**src/rtl/axi_ethernet_v3_01_a_cdc_xfer_arbiter_pkg.sv**
```systemverilog
// Shared types and helpers for the CDC transfer arbiter.
package axi_ethernet_v3_01_a_cdc_xfer_arbiter_pkg;

    typedef enum logic [1:0] {
        IDLE     = 2'd0,
        WAIT_ACK = 2'd1,
        DONE     = 2'd2
    } arb_state_e;

    // Ceiling log2, used for id and counter widths.
    function automatic int clog2(input int value);
        int r;
        r = 0;
        while ((1 << r) < value) begin
            r++;
        end
        return r;
    endfunction

endpackage

```
**src/rtl/axi_ethernet_v3_01_a_cdc_xfer_arbiter_if.sv**
```systemverilog
// Requester-side and CDC-channel signals of the transfer arbiter.
// slave: the arbiter; master: the requesters plus the destination side.
interface axi_ethernet_v3_01_a_cdc_xfer_arbiter_if #(
    parameter int NUM_REQ    = 4,
    parameter int DATA_WIDTH = 32
);
    logic [NUM_REQ-1:0]            req_valid;
    logic [NUM_REQ*DATA_WIDTH-1:0] req_data;
    logic [NUM_REQ-1:0]            req_ready;
    logic [NUM_REQ-1:0]            req_done;
    logic                          xfer_req;
    logic [DATA_WIDTH-1:0]         xfer_data;
    logic                          ack_toggle;

    modport slave (
        input  req_valid, req_data, ack_toggle,
        output req_ready, req_done, xfer_req, xfer_data
    );

    modport master (
        output req_valid, req_data, ack_toggle,
        input  req_ready, req_done, xfer_req, xfer_data
    );
endinterface

```
**src/rtl/axi_ethernet_v3_01_a_rr_pick.sv**
```systemverilog
// Round-robin pick: first set request at or above ptr, wrapping around.
module axi_ethernet_v3_01_a_rr_pick
    import axi_ethernet_v3_01_a_cdc_xfer_arbiter_pkg::*;
#(
    parameter  int NUM_REQ = 4,
    localparam int ID_W    = clog2(NUM_REQ)
) (
    input  logic [NUM_REQ-1:0] req,
    input  logic [ID_W-1:0]    ptr,
    output logic [NUM_REQ-1:0] gnt,
    output logic [ID_W-1:0]    id,
    output logic               any
);
    int              idx;
    logic [ID_W-1:0] idx_l;

    // wrap-around priority search starting at ptr
    always_comb begin
        gnt   = '0;
        id    = '0;
        any   = 1'b0;
        idx   = 0;
        idx_l = '0;
        for (int k = 0; k < NUM_REQ; k++) begin
            idx   = (int'(ptr) + k) % NUM_REQ;
            idx_l = ID_W'(idx);
            if (!any && req[idx_l]) begin
                gnt[idx_l] = 1'b1;
                id         = idx_l;
                any        = 1'b1;
            end
        end
    end
endmodule

```
**src/rtl/axi_ethernet_v3_01_a_sync_block.sv**
```systemverilog
// Two-flop synchroniser for a single level/toggle signal entering clk.
module axi_ethernet_v3_01_a_sync_block #(
    parameter logic [1:0] INITIALISE = 2'b00
) (
    input  logic clk,
    input  logic resetn,
    input  logic data_in,
    output logic data_out
);
    logic [1:0] sync_q;
    logic [1:0] sync_d;

    // shift the raw input through two stages
    always_comb begin
        sync_d = {sync_q[0], data_in};
    end

    // synchroniser stages
    always_ff @(posedge clk or negedge resetn) begin
        if (!resetn) begin
            sync_q <= INITIALISE;
        end else begin
            sync_q <= sync_d;
        end
    end

    assign data_out = sync_q[1];
endmodule

```
**src/rtl/axi_ethernet_v3_01_a_cdc_xfer_arbiter.sv**
```systemverilog
// Source-domain controller sharing one toggle-handshake CDC channel
// between several requesters, with optional ack timeout.
//
// state    | meaning
// ---------+---------------------------------------------------------
// IDLE     | channel free; grant next requester round-robin
// WAIT_ACK | xfer_req toggled, word held; waiting for ack_s to match
// DONE     | one cycle; req_done pulse, advance rr pointer
module axi_ethernet_v3_01_a_cdc_xfer_arbiter
    import axi_ethernet_v3_01_a_cdc_xfer_arbiter_pkg::*;
#(
    parameter  int NUM_REQ    = 4,
    parameter  int DATA_WIDTH = 32,
    parameter  int TIMEOUT    = 1024,
    localparam int ID_W       = clog2(NUM_REQ)
) (
    input  logic                                  clk,
    input  logic                                  resetn,
    axi_ethernet_v3_01_a_cdc_xfer_arbiter_if.slave bus,
    output logic                                  busy,
    output logic                                  timeout_err,
    output logic [ID_W-1:0]                       err_id
);
    // Counter only needs to reach TIMEOUT-1; it is free-running (unused)
    // when the timeout is disabled.
    localparam int              CNT_W    = (TIMEOUT > 1) ? clog2(TIMEOUT) : 1;
    localparam logic [CNT_W-1:0] CNT_LAST = CNT_W'((TIMEOUT > 0) ? TIMEOUT - 1 : 0);
    localparam logic [ID_W-1:0]  ID_LAST  = ID_W'(NUM_REQ - 1);

    arb_state_e            state_q, state_d;
    logic [ID_W-1:0]       rr_ptr_q, rr_ptr_d;
    logic [ID_W-1:0]       gnt_id_q, gnt_id_d;
    logic                  xfer_req_q, xfer_req_d;
    logic [DATA_WIDTH-1:0] xfer_data_q, xfer_data_d;
    logic                  busy_q, busy_d;
    logic [CNT_W-1:0]      cnt_q, cnt_d;
    logic                  timeout_err_q, timeout_err_d;
    logic [ID_W-1:0]       err_id_q, err_id_d;
    logic [NUM_REQ-1:0]    req_done_q, req_done_d;
    logic [NUM_REQ-1:0]    req_ready;

    logic                  ack_s;
    logic [NUM_REQ-1:0]    pick_gnt;
    logic [ID_W-1:0]       pick_id;
    logic                  pick_any;
    logic [DATA_WIDTH-1:0] req_word [NUM_REQ];

    for (genvar gi = 0; gi < NUM_REQ; gi++) begin : g_word
        assign req_word[gi] = bus.req_data[gi*DATA_WIDTH +: DATA_WIDTH];
    end

    axi_ethernet_v3_01_a_sync_block #(
        .INITIALISE (2'b00)
    ) u_ack_sync (
        .clk      (clk),
        .resetn   (resetn),
        .data_in  (bus.ack_toggle),
        .data_out (ack_s)
    );

    axi_ethernet_v3_01_a_rr_pick #(
        .NUM_REQ (NUM_REQ)
    ) u_rr_pick (
        .req (bus.req_valid),
        .ptr (rr_ptr_q),
        .gnt (pick_gnt),
        .id  (pick_id),
        .any (pick_any)
    );

    // next-state and output decode
    always_comb begin
        state_d       = state_q;
        rr_ptr_d      = rr_ptr_q;
        gnt_id_d      = gnt_id_q;
        xfer_req_d    = xfer_req_q;
        xfer_data_d   = xfer_data_q;
        busy_d        = busy_q;
        cnt_d         = cnt_q;
        timeout_err_d = timeout_err_q;
        err_id_d      = err_id_q;
        req_done_d    = '0;
        req_ready     = '0;

        case (state_q)
            IDLE: begin
                if (pick_any) begin
                    req_ready   = pick_gnt;
                    xfer_data_d = req_word[pick_id];
                    gnt_id_d    = pick_id;
                    xfer_req_d  = ~xfer_req_q;
                    busy_d      = 1'b1;
                    cnt_d       = '0;
                    state_d     = WAIT_ACK;
                end
            end
            WAIT_ACK: begin
                if (ack_s == xfer_req_q) begin
                    req_done_d[gnt_id_q] = 1'b1;
                    state_d              = DONE;
                end else if ((TIMEOUT != 0) && (cnt_q == CNT_LAST)) begin
                    // abort still completes the requester; it must check timeout_err
                    timeout_err_d        = 1'b1;
                    err_id_d             = gnt_id_q;
                    req_done_d[gnt_id_q] = 1'b1;
                    state_d              = DONE;
                end else begin
                    cnt_d = cnt_q + 1'b1;
                end
            end
            DONE: begin
                busy_d   = 1'b0;
                rr_ptr_d = (gnt_id_q == ID_LAST) ? '0 : gnt_id_q + 1'b1;
                state_d  = IDLE;
            end
            default: begin
                state_d = IDLE;
            end
        endcase
    end

    // state and datapath registers
    always_ff @(posedge clk or negedge resetn) begin
        if (!resetn) begin
            state_q       <= IDLE;
            rr_ptr_q      <= '0;
            gnt_id_q      <= '0;
            xfer_req_q    <= 1'b0;
            xfer_data_q   <= '0;
            busy_q        <= 1'b0;
            cnt_q         <= '0;
            timeout_err_q <= 1'b0;
            err_id_q      <= '0;
            req_done_q    <= '0;
        end else begin
            state_q       <= state_d;
            rr_ptr_q      <= rr_ptr_d;
            gnt_id_q      <= gnt_id_d;
            xfer_req_q    <= xfer_req_d;
            xfer_data_q   <= xfer_data_d;
            busy_q        <= busy_d;
            cnt_q         <= cnt_d;
            timeout_err_q <= timeout_err_d;
            err_id_q      <= err_id_d;
            req_done_q    <= req_done_d;
        end
    end

    assign bus.req_ready = req_ready;
    assign bus.req_done  = req_done_q;
    assign bus.xfer_req  = xfer_req_q;
    assign bus.xfer_data = xfer_data_q;
    assign busy          = busy_q;
    assign timeout_err   = timeout_err_q;
    assign err_id        = err_id_q;
endmodule

```
**src/flat_wrapper.sv**
```systemverilog
// flat-port wrapper written by rule: the top's interface ports become plain ports
module axi_ethernet_v3_01_a_cdc_xfer_arbiter_flat import axi_ethernet_v3_01_a_cdc_xfer_arbiter_pkg::*;
#(
    parameter  int NUM_REQ    = 4,
    parameter  int DATA_WIDTH = 32,
    parameter  int TIMEOUT    = 1024,
    localparam int ID_W       = clog2(NUM_REQ)
)
  (clk, resetn, busy, timeout_err, err_id, bus_req_valid, bus_req_data, bus_ack_toggle, bus_req_ready, bus_req_done, bus_xfer_req, bus_xfer_data);
  axi_ethernet_v3_01_a_cdc_xfer_arbiter_if #(.NUM_REQ(NUM_REQ), .DATA_WIDTH(DATA_WIDTH)) bus_i ();
  input  logic clk;
  input  logic resetn;
  output logic busy;
  output logic timeout_err;
  output logic [ID_W-1:0] err_id;
  input wire logic [$bits(bus_i.req_valid)-1:0] bus_req_valid;
  input wire logic [$bits(bus_i.req_data)-1:0] bus_req_data;
  input wire logic [$bits(bus_i.ack_toggle)-1:0] bus_ack_toggle;
  output wire logic [$bits(bus_i.req_ready)-1:0] bus_req_ready;
  output wire logic [$bits(bus_i.req_done)-1:0] bus_req_done;
  output wire logic [$bits(bus_i.xfer_req)-1:0] bus_xfer_req;
  output wire logic [$bits(bus_i.xfer_data)-1:0] bus_xfer_data;
  assign bus_i.req_valid = bus_req_valid;
  assign bus_i.req_data = bus_req_data;
  assign bus_i.ack_toggle = bus_ack_toggle;
  assign bus_req_ready = bus_i.req_ready;
  assign bus_req_done = bus_i.req_done;
  assign bus_xfer_req = bus_i.xfer_req;
  assign bus_xfer_data = bus_i.xfer_data;
  axi_ethernet_v3_01_a_cdc_xfer_arbiter #(.NUM_REQ(NUM_REQ), .DATA_WIDTH(DATA_WIDTH), .TIMEOUT(TIMEOUT)) u_core (.clk(clk), .resetn(resetn), .bus(bus_i), .busy(busy), .timeout_err(timeout_err), .err_id(err_id));
endmodule
```
**config.mk**
```make
export PLATFORM = sky130hd
export DESIGN_NAME = axi_ethernet_v3_01_a_cdc_xfer_arbiter_flat
export DESIGN_NICKNAME = d
export VERILOG_FILES = /design/src/rtl/axi_ethernet_v3_01_a_cdc_xfer_arbiter_pkg.sv /design/src/rtl/axi_ethernet_v3_01_a_cdc_xfer_arbiter_if.sv /design/src/rtl/axi_ethernet_v3_01_a_rr_pick.sv /design/src/rtl/axi_ethernet_v3_01_a_sync_block.sv /design/src/rtl/axi_ethernet_v3_01_a_cdc_xfer_arbiter.sv /design/src/flat_wrapper.sv
export SDC_FILE = /design/constraint.sdc
export NUM_CORES = 1
export LEC_CHECK = 0
export BUFFER_PORTS_ARGS = -buffer_cell sky130_fd_sc_hd__buf_4
export CELL_PAD_IN_SITES_DETAIL_PLACEMENT = 1
export CELL_PAD_IN_SITES_GLOBAL_PLACEMENT = 1
export CORE_UTILIZATION = 40
export CTS_BUF_LIST = sky130_fd_sc_hd__clkbuf_4 sky130_fd_sc_hd__clkbuf_8 sky130_fd_sc_hd__clkbuf_16
export CTS_CLUSTER_DIAMETER = 80
export CTS_CLUSTER_SIZE = 24
export DETAILED_ROUTE_END_ITERATION = 8
export PLACE_DENSITY = 0.85
export SETUP_SLACK_MARGIN = 0.1
export SYNTH_ARGS = -nofsm -noshare
export SYNTH_HDL_FRONTEND = slang
export SYNTH_SLANG_ARGS = --single-unit
export TNS_END_PERCENT = 100
```
**constraint.sdc**
```tcl
create_clock -name clk -period 9.3 [get_ports clk]
set_input_delay 0.93 -clock clk [delete_from_list [all_inputs] [get_ports clk]]
set_output_delay 0.93 -clock clk [all_outputs]
set_load 0.02 [all_outputs]
```
== Yosys cells after proc, flatten, opt, wreduce, memory -nomap -nowiden ==
Cells that the tools add are included.

* Mux-type cells: 49
* Eq/ne operators: 9
* Order comparisons: 11
* $add $sub $neg: 5
* Reductions and logical operators: 19
* Bitwise logic cells: 6

{| class="wikitable"
|+ Operators by type and width
! cell !! count
|-
| binary-select mux 32 bit (select 2 bit) || 1
|-
| 2-to-1 mux 32 bit || 2
|-
| 2-to-1 mux 4 bit || 9
|-
| 2-to-1 mux 10 bit || 3
|-
| case mux 10 bit (2 select lines) || 1
|-
| 2-to-1 mux 2 bit || 8
|-
| less-than comparator 2 x 3 -> 1 bit (second input constant) || 5
|-
| 2-to-1 mux 1 bit || 14
|-
| bitwise OR 4 bit || 3
|-
| adder 10 x 1 -> 10 bit (second input constant) || 1
|-
| demux 1 bit (select 2 bit) || 5
|-
| == test 10 bit (second input constant) || 1
|-
| greater-or-equal comparator 2 x 1 -> 1 bit (second input constant) || 5
|-
| binary-select mux 1 bit (select 2 bit) || 4
|-
| logical AND 1 bit || 8
|-
| AND reduction 2 bit || 3
|-
| adder 2 x 1 -> 2 bit (second input constant) || 2
|-
| adder 2 bit (second input constant) || 2
|-
| == test 2 bit (second input constant) || 2
|-
| inequality test 2 bit (second input constant) || 2
|-
| case mux 2 bit (2 select lines) || 1
|-
| AND reduction 4 bit || 1
|-
| nonzero test 2 bit || 2
|-
| greater-or-equal comparator 3 bit (second input constant) || 1
|-
| other kinds (10) || 13
|}

* Word-level logic and storage cells: 110
* Output and inout port bits: 45
* Register bits after elaboration: 59
* Bits of input ports: 135

== Logic depth before layout (Yosys ltp) ==
* Depth in word-level cells: 16
* Mapped depth: 14
* Gate-level depth less buffers: 8

== By module ==
Synthesis repeated with hierarchy kept, for this count alone.

* Cell total of the unflattened synthesis: 269
* Area total of the unflattened synthesis: 3601.0 µm²

{| class="wikitable"
|+ By module, submodules not included
! module !! area an instance (µm²) !! cells an instance !! sequential area each (µm²) !! instances
|-
| axi_ethernet_v3_01_a_cdc_xfer_arbiter || 3131.8 || 222 || 1426.4 || 1
|-
| axi_ethernet_v3_01_a_rr_pick || 419.2 || 45 || 0.0 || 1
|-
| axi_ethernet_v3_01_a_sync_block || 50.0 || 2 || 50.0 || 1
|}

== Least setup slack after synthesis ==
No wires, ideal clock.

* Path kind: register -> output
* From: reg u_core.rr_ptr_q[1]
* To: out bus_req_ready[0]
* Required time: 8.370 ns
* Stages on the path, launching flop included: 12
* Arrival time: 2.996 ns
* Slack: 5.374 ns
* Buffers on the path: 4
* Cells stage by stage: dfrtp_1 clkbuf_1 inv_1 clkbuf_1 clkbuf_1 ha_1 buf_2 mux4_2 a211oi_1 a22o_1 mux2i_1 a21oi_1

* Cells in the longest elaborated chain, start to end: 14
* Elaborated cells between the ends (all ways): 50
* Classes of those cells: add/sub (3); order compare (8); mux (26); bitwise (3); reduce/logical (10)

{| class="wikitable"
|+ RTL lines
! what !! line !! RTL
|-
| start: declaration || axi_ethernet_v3_01_a_cdc_xfer_arbiter.sv:31 || <nowiki>logic [ID_W-1:0] rr_ptr_q, rr_ptr_d;</nowiki>
|-
| start signal: assignment || axi_ethernet_v3_01_a_cdc_xfer_arbiter.sv:137 || <nowiki>rr_ptr_q <= rr_ptr_d;</nowiki>
|-
| parallel branches: the longest is 12 deep, another holds less-than comparator 2 x 3 -> 1 bit || - ||
|-
| 2-to-1 mux 4 bit (*) || axi_ethernet_v3_01_a_cdc_xfer_arbiter.sv:87 || <nowiki>if (pick_any) begin</nowiki>
|-
| 2-to-1 mux 4 bit (*) || axi_ethernet_v3_01_a_cdc_xfer_arbiter.sv:85 || <nowiki>case (state_q)</nowiki>
|-
| end: declaration || flat_wrapper.sv:19 || <nowiki>output wire logic [$bits(bus_i.req_ready)-1:0] bus_req_ready;</nowiki>
|}

Every way passes the cells marked *. The select of a mux whose other input is x is not followed.

== Worst setup path in the final report ==
* From: reg u_core.rr_ptr_q[1]
* To: out bus_req_ready[1]

The elaborated chain is that of the path after synthesis.

==> metrics <==
run status=finished clean; Final period util=51.0%; slowest stage delay, CP=just over 0.7 ns; Die Span X=114 µm; pwr dens=~330 nW/µm²; commonest non-fill, non-tap cell in the layout=buf_4; DIE AREA=13100 µm²; row count=40; crit path from=u_core.rr_ptr_q[1]; Post-Syn Area=5050 µm²; DRC viols=0; setup_tns=0 ns; initial DRC count=346; final hold violation count=0; Multi-input gate area=~3300 µm²; WL final=between 15000 and 20000 µm; sequential share of the synthesized area=about 29%; antenna viol nets, final=0; Gate power share=66.2%; Vert. Die Dim=114 µm; largest net degree at the start of global routing=60; Clk pwr share=14.5%; root buffer cell=clkbuf_16; total congestion overflow=0; PortBufs=179; CTS tree=done; Avg Inst Size Synth=8.38 µm²; Synthesized Nets=751; Synth async-reset ratio=100%; Final Wtd Congestion=just over 0.8; Leak=between 3 and 4 nW; Via-to-Cell Ratio=~6.1; Syn. warnings=0; Hold Path Stages=0; count of pins over their slew limit=0; Pre-Repair DR Iteration Count=7; worst path required time=about 8.4 ns; share of post-route cells with drive strength above 1=32.1%; core area=12200 µm²; first-pass GRT wire length=29200 µm; EDFF count, synth=0; Int Power=between 1 and 1.5 mW; Sw Ratio=48.0%; depth of the CTS H-tree=3; number of max-cap violations=0; TritonCTS buffer count=9; CP Class=flop to output pin; Reg power frac=19.3%; Worst Skew=0.00834 ns; R2R depth=6; critical path launch point type=flop; Hold Crit Start=u_core.u_ack_sync.sync_q[0]; dpl hpwl=12500 µm; slowest stage cell on the critical path=inv_1; Peak Freq=0.211 GHz; pre-CTS setup slack=4.93 ns; Worst VDD drop=177 µV; worst skew pair latency=0.33 ns; wire per inst=20.3 µm; unrepaired setup endpoints after global routing=false; worst setup slack after layout=4.56 ns; CP Max Fanout=33; Worst slew margin=14.5%; post-layout util=55.3%; cts hold-fix bufs=0; commonest cells after routing, fill and taps aside=buf_4 (185), nor2_1 (114), dfrtp_1 (59), mux2i_1 (39), a21oi_1 (34); count of cell types in the netlist=46; vias=5581; R2R setup slack=5.32 ns; Hold Worst Slack=0.365 ns; reg2reg start=u_core.rr_ptr_q[0]; Final nets=894; synthesis-stage register bit count=59; clock buffer depth=2; number of global-route vias before repair=approximately 5800; clock sink total=59; Filler Cells Inserted=1466; Data arrival, critical path=3.81 ns; setup bufs post-CTS=0; Post-Syn Instances=~600; post_cts resized=0; worst min path class=flop to flop; clk slew on worst S/H paths=about 0.060 ns; Cell Chain, Critical Path=inv_1 > ha_1 > mux4_2 > a211oi_1 > a22o_1 > mux2i_1 > a21oi_1 > buf_4; initial antenna violation count=0; ANT cells=0; IO Pins=180; Initial Util=41.6%; Reg area=between 1000 and 1500 µm²; Area Growth Syn to Fin=33.1%; Tot GR Track Use=28.5%; post-layout min period=4.74 ns; Psw=1.08 mW; Setup crit end kind=output pin; slew of the pin with the lowest slew margin=1.28 ns; Main synth FF type=dfrtp_1; setup violators final=0
-- per-stage QoR --
step / instances / power [mW] / instance area [µm²]
3_5_place_dp: 903 / 1.91 / 6440
3_3_place_gp: 903 / 1.84 / 6440
5_1_grt: 919 / 2.39 / 6730
6_report: 919 / 2.24 / 6730
4_1_cts: 919 / 2.24 / 6730
2_1_floorplan: 603 / 1.46 / 5050
-- per-layer routing --
metal  track usage (%)  vias up  routed length, µm
li1                  -     2534                  -
met5                 0        -                  0
met1              34.0     2785               7640
met3              5.56       30               1260
met2              51.4      232               9400
met4              8.57        0                325
-- flip-flops by register name (all words and copies together) (netlist names) --
register and count:
u_core.timeout_err 1, u_core.cnt_q 10, u_core.gnt_id_q 2, u_core.bus.xfer_data 32, u_core.rr_ptr_q 2, u_core.err_id 2, u_core.state_q 2, u_core.u_ack_sync.sync_q 2
u_core.bus.req_done 4, u_core.busy 1, u_core.bus.xfer_req 1
-- logic make-up after synthesis --
| family | after synthesis | share of synthesized area [%] |
|---|---|---|
| buffers and inverters | 57 | 5.20 |
| multiplexers | 72 | 15.7 |
| AND/OR/NAND/NOR | 197 | 17.3 |
| adder cells (fa/ha/maj) | 13 | 3.22 |
| XOR/XNOR | 9 | 1.56 |
| AO/OA/AOI/OAI | 196 | 27.8 |
| flip-flops | 59 | 29.2 |
-- cells in the mapped netlist (all sizes together), types with 7 or more instances --
cell	number	area share [%]
a211o	26	4.5
a21oi	35	3.7
a32o	26	5.1
and2	7	0.87
buf	23	2.6
clkbuf	30	2.2
dfrtp	59	29
ha	13	3.2
mux2	28	6.2
mux2i	41	8.1
nand2	25	1.9
nand2b	11	1.4
nand3	17	1.7
nor2	115	8.5
o21ai	58	5.7
o221ai	26	4.5
xor2	7	1.2
-- layout make-up --
cell class / instances / share of cell area [%]
multi-input cells: 487 / 49.8
clock inverters: 5 / 0.577
flip-flops and latches: 59 / 21.9
inverters: 4 / 0.260
clock buffers: 11 / 3.66
well taps: 168 / 3.12
repair buffers: 185 / 20.6
-- final timing paths --
kind                                          endpoint
max                                   bus_req_ready[1]
max in group asynchronous     u_core.bus.xfer_data[28]
min reg2reg                u_core.u_ack_sync.sync_q[1]
min in group asynchronous      u_core.bus.xfer_data[4]
max reg2reg                   u_core.bus.xfer_data[28]
min                        u_core.u_ack_sync.sync_q[1]
-- worst max-delay path, delay by kind of cell (launching register included) --
family          cells  cell delay, ns
fa+ha+maj           1            0.52
mux                 2            0.75
compound gates      3            0.94
buf+inv             2            0.87
flops               1            0.38
-- power by group through the flow --
stage               Combinational (mW)  Sequential (mW)  Clock, mW
global route                      1.60            0.443      0.339
global placement                  1.42            0.427          0
CTS                               1.48            0.432      0.327
finish                            1.48            0.433      0.326
floorplan                        0.958            0.501          0
detailed placement                1.48            0.436          0
Power figures use the tool's default switching activity.
